**src/rtl/alu_secuencial.sv**
```systemverilog
// Registered ALU with in/out valid-ready handshakes; 1-cycle logic/arith ops, iterative shifts (n cycles) and MUL (ANCHO cycles).
// Entrada_Lista only in IDLE and results held in DONE until Salida_Lista; macro ALU_SECUENCIAL_MUL_EN enables the multiplier.
module alu_secuencial #(
  parameter int ANCHO      = 8,
  parameter int ANCHO_DESP = $clog2(ANCHO) + 1
) (
  input  logic             Reloj,
  input  logic             Reset_n,
  input  logic             Entrada_Valida,
  output logic             Entrada_Lista,
  input  logic [ANCHO-1:0] R0,
  input  logic [ANCHO-1:0] RX,
  input  logic [3:0]       Operacion,
  output logic             Salida_Valida,
  input  logic             Salida_Lista,
  output logic [ANCHO-1:0] Resultado,
  output logic [3:0]       Banderas,
  output logic             Ocupado
);

  typedef enum logic [1:0] {IDLE, BUSY, DONE} estado_t;

  localparam logic [3:0] OP_ADD = 4'd0;
  localparam logic [3:0] OP_SUB = 4'd1;
  localparam logic [3:0] OP_SHL = 4'd2;
  localparam logic [3:0] OP_SHR = 4'd3;
  localparam logic [3:0] OP_NOT = 4'd4;
  localparam logic [3:0] OP_AND = 4'd5;
  localparam logic [3:0] OP_OR  = 4'd6;
  localparam logic [3:0] OP_XOR = 4'd7;
  localparam logic [3:0] OP_ADC = 4'd8;
  localparam logic [3:0] OP_SBB = 4'd9;
  localparam logic [3:0] OP_ASR = 4'd10;
`ifdef ALU_SECUENCIAL_MUL_EN
  localparam logic [3:0] OP_MUL = 4'd11;
`endif
  localparam logic [ANCHO_DESP-1:0] ANCHO_N = ANCHO_DESP'(ANCHO);
  localparam logic [ANCHO_DESP-1:0] CNT_UNO = ANCHO_DESP'(1);

  estado_t               estado_q;
  logic [3:0]            op_q;
  logic [ANCHO-1:0]      desp_q;
  logic                  c_q;
  logic                  carry_q;
  logic [ANCHO_DESP-1:0] cnt_q;
  logic [ANCHO-1:0]      resultado_q;
  logic [3:0]            banderas_q;
  logic                  entrada_lista_q;
  logic                  salida_valida_q;
  logic                  ocupado_q;

  logic [ANCHO:0]        arit;
  logic [ANCHO-1:0]      res_d;
  logic                  c_d, v_d, legal_d, iter_d;
  logic [ANCHO_DESP-1:0] amt, n_d, cnt_d;
  logic [ANCHO-1:0]      desp_nx, fin_res;
  logic                  c_nx, fin_c;

  function automatic logic [3:0] banderas_de(input logic [ANCHO-1:0] r, input logic c, input logic v);
    return {v, r[ANCHO-1], c, (r == '0)};
  endfunction

`ifdef ALU_SECUENCIAL_MUL_EN
  logic [ANCHO-1:0]   mcand_q;
  logic [2*ANCHO-1:0] prod_q, prod_nx;
  logic [ANCHO:0]     suma;

  // Shift-add step: conditionally add the multiplicand into the high half, then shift the whole product right.
  always_comb begin
    suma    = {1'b0, prod_q[2*ANCHO-1:ANCHO]} + (prod_q[0] ? {1'b0, mcand_q} : {(ANCHO+1){1'b0}});
    prod_nx = {suma, prod_q[ANCHO-1:1]};
  end
`endif

  always_comb begin
    amt     = RX[ANCHO_DESP-1:0];
    n_d     = (amt > ANCHO_N) ? ANCHO_N : amt;
    cnt_d   = n_d;
    arit    = '0;
    res_d   = '0;
    c_d     = 1'b0;
    v_d     = 1'b0;
    legal_d = 1'b1;
    iter_d  = 1'b0;
    case (Operacion)
      OP_ADD, OP_ADC: begin
        arit  = {1'b0, R0} + {1'b0, RX} + {{ANCHO{1'b0}}, (Operacion == OP_ADC) & carry_q};
        res_d = arit[ANCHO-1:0];
        c_d   = arit[ANCHO];
        v_d   = (R0[ANCHO-1] == RX[ANCHO-1]) && (res_d[ANCHO-1] != R0[ANCHO-1]);
      end
      OP_SUB, OP_SBB: begin
        arit  = {1'b0, R0} - {1'b0, RX} - {{ANCHO{1'b0}}, (Operacion == OP_SBB) & carry_q};
        res_d = arit[ANCHO-1:0];
        c_d   = arit[ANCHO];
        v_d   = (R0[ANCHO-1] != RX[ANCHO-1]) && (res_d[ANCHO-1] != R0[ANCHO-1]);
      end
      OP_SHL, OP_SHR, OP_ASR: begin
        res_d  = R0;
        iter_d = (n_d != '0);
      end
      OP_NOT: res_d = ~RX;
      OP_AND: res_d = R0 & RX;
      OP_OR:  res_d = R0 | RX;
      OP_XOR: res_d = R0 ^ RX;
`ifdef ALU_SECUENCIAL_MUL_EN
      OP_MUL: begin
        iter_d = 1'b1;
        cnt_d  = ANCHO_N;
      end
`endif
      default: legal_d = 1'b0;
    endcase
  end

  always_comb begin
    desp_nx = desp_q;
    c_nx    = c_q;
    case (op_q)
      OP_SHL: begin
        c_nx    = desp_q[ANCHO-1];
        desp_nx = {desp_q[ANCHO-2:0], 1'b0};
      end
      OP_SHR: begin
        c_nx    = desp_q[0];
        desp_nx = {1'b0, desp_q[ANCHO-1:1]};
      end
      OP_ASR: begin
        c_nx    = desp_q[0];
        desp_nx = {desp_q[ANCHO-1], desp_q[ANCHO-1:1]};
      end
      default: ;
    endcase
    fin_res = desp_nx;
    fin_c   = c_nx;
`ifdef ALU_SECUENCIAL_MUL_EN
    if (op_q == OP_MUL) begin
      fin_res = prod_nx[ANCHO-1:0];
      fin_c   = |prod_nx[2*ANCHO-1:ANCHO];
    end
`endif
  end

  always_ff @(posedge Reloj or negedge Reset_n) begin
    if (!Reset_n) begin
      estado_q        <= IDLE;
      op_q            <= '0;
      desp_q          <= '0;
      c_q             <= 1'b0;
      carry_q         <= 1'b0;
      cnt_q           <= '0;
      resultado_q     <= '0;
      banderas_q      <= '0;
      entrada_lista_q <= 1'b1;
      salida_valida_q <= 1'b0;
      ocupado_q       <= 1'b0;
`ifdef ALU_SECUENCIAL_MUL_EN
      mcand_q         <= '0;
      prod_q          <= '0;
`endif
    end else begin
      case (estado_q)
        IDLE: begin
          if (Entrada_Valida) begin
            op_q            <= Operacion;
            desp_q          <= R0;
            c_q             <= 1'b0;
            cnt_q           <= cnt_d;
            entrada_lista_q <= 1'b0;
`ifdef ALU_SECUENCIAL_MUL_EN
            mcand_q         <= R0;
            prod_q          <= {{ANCHO{1'b0}}, RX};
`endif
            if (iter_d) begin
              estado_q  <= BUSY;
              ocupado_q <= 1'b1;
            end else begin
              estado_q        <= DONE;
              salida_valida_q <= 1'b1;
              resultado_q     <= res_d;
              banderas_q      <= banderas_de(res_d, c_d, v_d);
              if (legal_d) carry_q <= c_d;
            end
          end
        end
        BUSY: begin
          desp_q <= desp_nx;
          c_q    <= c_nx;
          cnt_q  <= cnt_q - CNT_UNO;
`ifdef ALU_SECUENCIAL_MUL_EN
          prod_q <= prod_nx;
`endif
          if (cnt_q == CNT_UNO) begin
            estado_q        <= DONE;
            ocupado_q       <= 1'b0;
            salida_valida_q <= 1'b1;
            resultado_q     <= fin_res;
            banderas_q      <= banderas_de(fin_res, fin_c, 1'b0);
            carry_q         <= fin_c;
          end
        end
        DONE: begin
          if (Salida_Lista) begin
            estado_q        <= IDLE;
            salida_valida_q <= 1'b0;
            entrada_lista_q <= 1'b1;
          end
        end
        default: estado_q <= IDLE;
      endcase
    end
  end

  assign Entrada_Lista = entrada_lista_q;
  assign Salida_Valida = salida_valida_q;
  assign Resultado     = resultado_q;
  assign Banderas      = banderas_q;
  assign Ocupado       = ocupado_q;

endmodule

```
**config.mk**
```make
export PLATFORM = sky130hd
export DESIGN_NAME = alu_secuencial
export DESIGN_NICKNAME = d
export VERILOG_FILES = /design/src/rtl/alu_secuencial.sv
export SDC_FILE = /design/constraint.sdc
export NUM_CORES = 1
export LEC_CHECK = 0
export BUFFER_PORTS_ARGS = -buffer_cell sky130_fd_sc_hd__clkbuf_2
export CORE_ASPECT_RATIO = 1.2
export CORE_MARGIN = 5
export CORE_UTILIZATION = 50
export CTS_CLUSTER_SIZE = 28
export DETAILED_ROUTE_END_ITERATION = 6
export GPL_TIMING_DRIVEN = 0
export PLACE_DENSITY = 0.73
export SLEW_MARGIN = 15
export SYNTH_ARGS = -nofsm -noshare
export SYNTH_HDL_FRONTEND = slang
export SYNTH_SLANG_ARGS = --single-unit
```
**constraint.sdc**
```tcl
create_clock -name Reloj -period 3.6 [get_ports Reloj]
set_input_delay 0.72 -clock Reloj [delete_from_list [all_inputs] [get_ports Reloj]]
set_output_delay 0.72 -clock Reloj [all_outputs]
set_load 0.005 [all_outputs]
```
Word level (Yosys, flattened, before mapping)
Cells that the tools add are included.
- bits in registers: 35
- bits of input ports: 24
- output and inout bits: 15
- logic and storage cells: 115
- add/sub/neg operators: 5
- magnitude comparators: 1
- equality and inequality tests: 26
- multiplexer cells: 43
- bitwise gates (word level): 6
- reduce and logical (&&, ||, !) cells: 23
- operators by type and width (operator ; count):
    $pmux 8 s7 ; 1
    $mux 8 ; 4
    $pmux 8 s2 ; 2
    $pmux 8 s3 ; 1
    $mux 4 ; 5
    $eq 4x2->1 const B ; 4
    $eq 4x3->1 const B ; 4
    $eq 4x4->1 const B ; 4
    $logic_not 8->1 ; 2
    $pmux 4 s2 ; 2
    $mux 1 ; 15
    $pmux 1 s2 ; 7
    $ne 2x2->1 const B ; 6
    $reduce_or 11->1 ; 1
    $reduce_and 5->1 ; 2
    $add 8x8->9 ; 1
    $add 9x1->9 ; 1
    $sub 8x8->9 ; 1
    $sub 9x1->9 ; 1
    $and 8x8->8 ; 1
    $eq 4x1->1 const B ; 2
    $mux 2 ; 4
    $not 8->8 ; 1
    $or 8x8->8 ; 1
    other kinds (21) ; 31

Longest topological paths before layout
- depth in word-level cells: 9
- gate-level depth with buffers: 14

Worst setup path after synthesis
Ideal clock, no wire load.
- kind: in2reg
- start: input Operacion[0]
- end: register banderas_q[0] (netlist: Banderas[0])
- setup time: 0.066 ns
- arrival: 3.442 ns
- data required time: 3.534 ns
- path slack: 0.092 ns
- cell stages on the path: 13
- path through: buf_2 -> and2_1 -> clkbuf_1 -> nand3_1 -> fa_1 -> inv_1 -> ha_1 -> o21a_1 -> or4_1 -> a311o_1 -> nand3b_1 -> nor4_1 -> a31o_1
- word-level cells in the longest chain between the ends: 8
- elaborated cells between the ends (all ways): 26
- classes of those cells: add/sub (2); eq/ne (11); mux (5); bitwise (2); reduce/logical (6)
- RTL lines (element ; line ; text):
    start: declaration ; 13 ; input logic [3:0] Operacion,
    $eq 4x4->1 ; n/a ;
    $and 1x1->1 (on tied branches) ; 93, 87 ;
    $sub 9x1->9 or $add 9x1->9 (tied branches) ; 93, 87 ;
    $pmux 8 s7 ; 85 ; case (Operacion)
    $logic_not 8->1 ; 60 ; return {v, r[ANCHO-1], c, (r == '0)};
    $mux 4 ; 174 ; if (iter_d) begin
    $mux 4 ; 164 ; if (Entrada_Valida) begin
    $pmux 4 s2 ; 162 ; case (estado_q)
    end signal: assignment ; 181 ; banderas_q <= banderas_de(res_d, c_d, v_d);
    end signal: assignment ; 198 ; banderas_q <= banderas_de(fin_res, fin_c, 1'b0);
    end: declaration ; 47 ; logic [3:0] banderas_q;
Parallel ways exist; a longest one is shown, timed or not. The select of a mux whose other input is x is not followed.
A chain may end at the register's enable or synchronous reset.

Final worst setup path
- start: input Operacion[2]
- end: register banderas_q[0] (netlist: Banderas[0])
Same word-level chain as after synthesis.

==> results.yml <==
placed_design:
  io_buffers: 38
  placed_cells: 580
  place_ws_ps: -837
  gp_routability_congestion: 0.941
  place_area_um2: 3880
  hpwl_mm: 8.18
pwr:
  vdd_drop_max_uv: 369
  power_density_nw_per_um2: 567
  power.leakage_uw: 0.00178
  finalPower_uw: 2270
logic_synthesis:
  yosys.area.top_type_share_pct: 23.1
  synth_edf_count: 0
  synth_common_cells: "46 x nand2_1, 36 x o21ai_0, 35 x ha_1, 35 x inv_1, 35 x nor2_1"
  postSynth.asyncResetShare_pct: 100
  syn_nets: 518
  ys_seq_area_share_pct: 23.8
  yosysMostFrequentCell: "nand2_1"
  synth-main-ff-cell: "dfrtp_1"
  synth_area_leaders: "dfrtp_1 23%, ha_1 12%, o21ai_0 5.0%"
  yosysTopAreaCell: "dfrtp_1"
  synth_area_um2: 3580
  syn_inst: 455
  yosysWarningCount: 0
  ys_ff_latch: 34
  avgSynthCellArea_um2: 7.87
  ys_types: 69
final_layout:
  area_growth_pct: 12.1
  drive_above_1_share_pct: 16.4
  design_area_um2: 4010
  instances_no_fill: 587
  seq_area_um2: 852
  fin_nets: 562
  nFillCells: 652
  num_antenna_cells: 0
  multiInputGateArea_um2: 2510
route:
  firstDrtPassIters: 7
  vias: 3560
  ant_nets: 0
  drc: 0
  routed_wl_mm: 10.2
  viasPerCell: 6.06
  drtIter0Drc: 265
  post_drt_wl_per_cell_um: 17.4
sta:
  timing.fmax_mhz: 283
  fin_ws_ps: 71.8
  setup_viol: 0
  final_max_slew_viol_count: 0
  finClkSkew_ps: 9.60
  rsz0062_at_grt: "yes"
  hold_viol: 0
  fin_crit_sh_pct: 98.0
  max_slew_margin_pct: 43.6
  whs_ps: 481
  worst_pin_slew_ps: 845
  min_period_ps: 3530
clocking:
  clock_sinks: 34
  clk_path_buf_depth: 2
  cts-root-buf: "clkbuf_8"
  htreeDepth: 2
  cts_tree: "built"
  clk_pin_slew_worst_paths_ps: 70
  numCtsBuffers: 5
  clock_latency_ps: 290
worst_setup_path:
  path_depth: 13
  crit_slowest_cell: "fa_1"
  crit_buf_inv: 2
  r2r_slack_ps: 610
  crit_path_end_kind: "register"
  r2r_cells: 10
  critPathCapture: "Banderas[0]$_DFFE_PN0P_"
  cp_max_fo: 7
  r2r-end: "Banderas[0]$_DFFE_PN0P_"
  cp.arrival_ps: 3750
  crit_chain: "clkbuf_2 > nor2_1 > and2_4 > nand3_1 > fa_1 > inv_1 > ha_1 > o21a_1 > or4_1 > a311o_1 > nand3b_1 > nor4_2 > a31o_1"
  rr_startpoint: "carry_q$_DFFE_PN0P_"
  cp.required_ps: 3820
  crit_start: "Operacion[2]"
  critPathMaxStageDelay_ps: 560
  cpLargestDelayFamily: "simple AND/OR/NAND/NOR gates"
  cp-start-kind: "input pin"
  crit_type: "input pin to register"
floorplan:
  die_area_um2: 8960
  core_um2: 6900
  die_h_um: 103
  initial_utilization_pct: 51.9
  row_count: 33
  fp.dieW_um: 87.2
  pin_count: 39
run:
  maxCapViolCount: 0
global_routing:
  grt_pass1_vias: 3482
  grt_first_pass_wirelength_mm: 16.5
  antenna_found_initial: 0
  grt_max_degree: 35
  overflow: 0
  grt_usage_pct: 23.3
min_path:
  hold_class: "register to register"
run_status:
  status: "finished, final reports clean"
## how the worst min path moves through the flow
stage                                          from  cells after the start  slack (ps)                         to
after floorplan                             Reset_n                      0         420    Banderas[0]$_DFFE_PN0P_
after global placement    Salida_Valida$_DFFE_PN0P_                      2         460  Salida_Valida$_DFFE_PN0P_
after detailed placement  Salida_Valida$_DFFE_PN0P_                      2         470  Salida_Valida$_DFFE_PN0P_
after CTS                 Salida_Valida$_DFFE_PN0P_                      2         490  Salida_Valida$_DFFE_PN0P_
after global routing      Salida_Valida$_DFFE_PN0P_                      2         530  Salida_Valida$_DFFE_PN0P_
final                     Salida_Valida$_DFFE_PN0P_                      2         480  Salida_Valida$_DFFE_PN0P_
## power breakdown
part / switching, uW / leakage, uW / internal [uW]
clock: 137 / 0.0000482 / 154
sequential: 167 / 0.000418 / 558
combinational: 744 / 0.00131 / 513
## worst min-delay path, stage by stage, from the launching register on
cell	delay (ps)
dfrtp_1	350
nand2_1	40
o21ai_0	60
## placed cells by master, fill, tap and decap left out, types with 10 or more instances in the layout
cell,n
clkbuf_2,37
clkbuf_1,12
o21ai_0,36
buf_2,10
nor2_1,35
inv_1,35
nand2_1,46
dfrtp_1,33
mux2_2,10
nor3_1,13
nand3_1,10
ha_1,35
a21oi_1,33
## state kept, by name, indices dropped and copies added (netlist names)
signal and count:
cnt_q 4, Salida_Valida 1, op_q 4, c_q 1, Banderas 4, desp_q 8, Entrada_Lista 1, Ocupado 1
estado_q 2, Resultado 7, carry_q 1
## timing repair
item                                    4_1_cts  5_1_grt
endpoints found under the setup margin       11        3
pin swaps                                     1        2
setup buffers                                 0        2
resized for setup                             7        3
hold buffers                                  0        0
## through the flow
step | setup TNS [ps] | util (%)
final | 0 | 58.2
after global placement | -5550 | 56.3
after floorplan | 0 | -
after CTS | 0 | 57.8
after global routing | -55.1 | 58.2
after detailed placement | -5780 | 56.3
## final cells by class
| type | instances | area share (%) |
|---|---|---|
| multi-input cells | 358 | 62.6 |
| inverters | 36 | 3.37 |
| clock buffers | 7 | 2.15 |
| well taps | 87 | 2.71 |
| clock inverters | 1 | 0.125 |
| flip-flops and latches | 34 | 21.2 |
| plain buffers | 24 | 2.65 |
| repair buffers | 40 | 5.18 |
## layer usage
metal | vias to the layer above | global-route usage [%] | part of all wire, %
met5 | - | 0 | 0
li1 | 1730 | - | -
met2 | 134 | 40.7 | 50
met3 | 26 | 2.00 | 4.7
met4 | 0 | 10.5 | 3.1
met1 | 1670 | 28.9 | 42
## cells by family after synthesis
kind of cell / count (synthesis) / synth area share [%]
buf+inv: 63 / 7.10
flops: 34 / 23.8
mux: 15 / 4.54
compound gates: 144 / 26.5
simple gates: 147 / 20.4
fa+ha+maj: 39 / 14.5
xor+xnor: 13 / 3.18
Note: power is estimated with default switching activity, not from simulation.
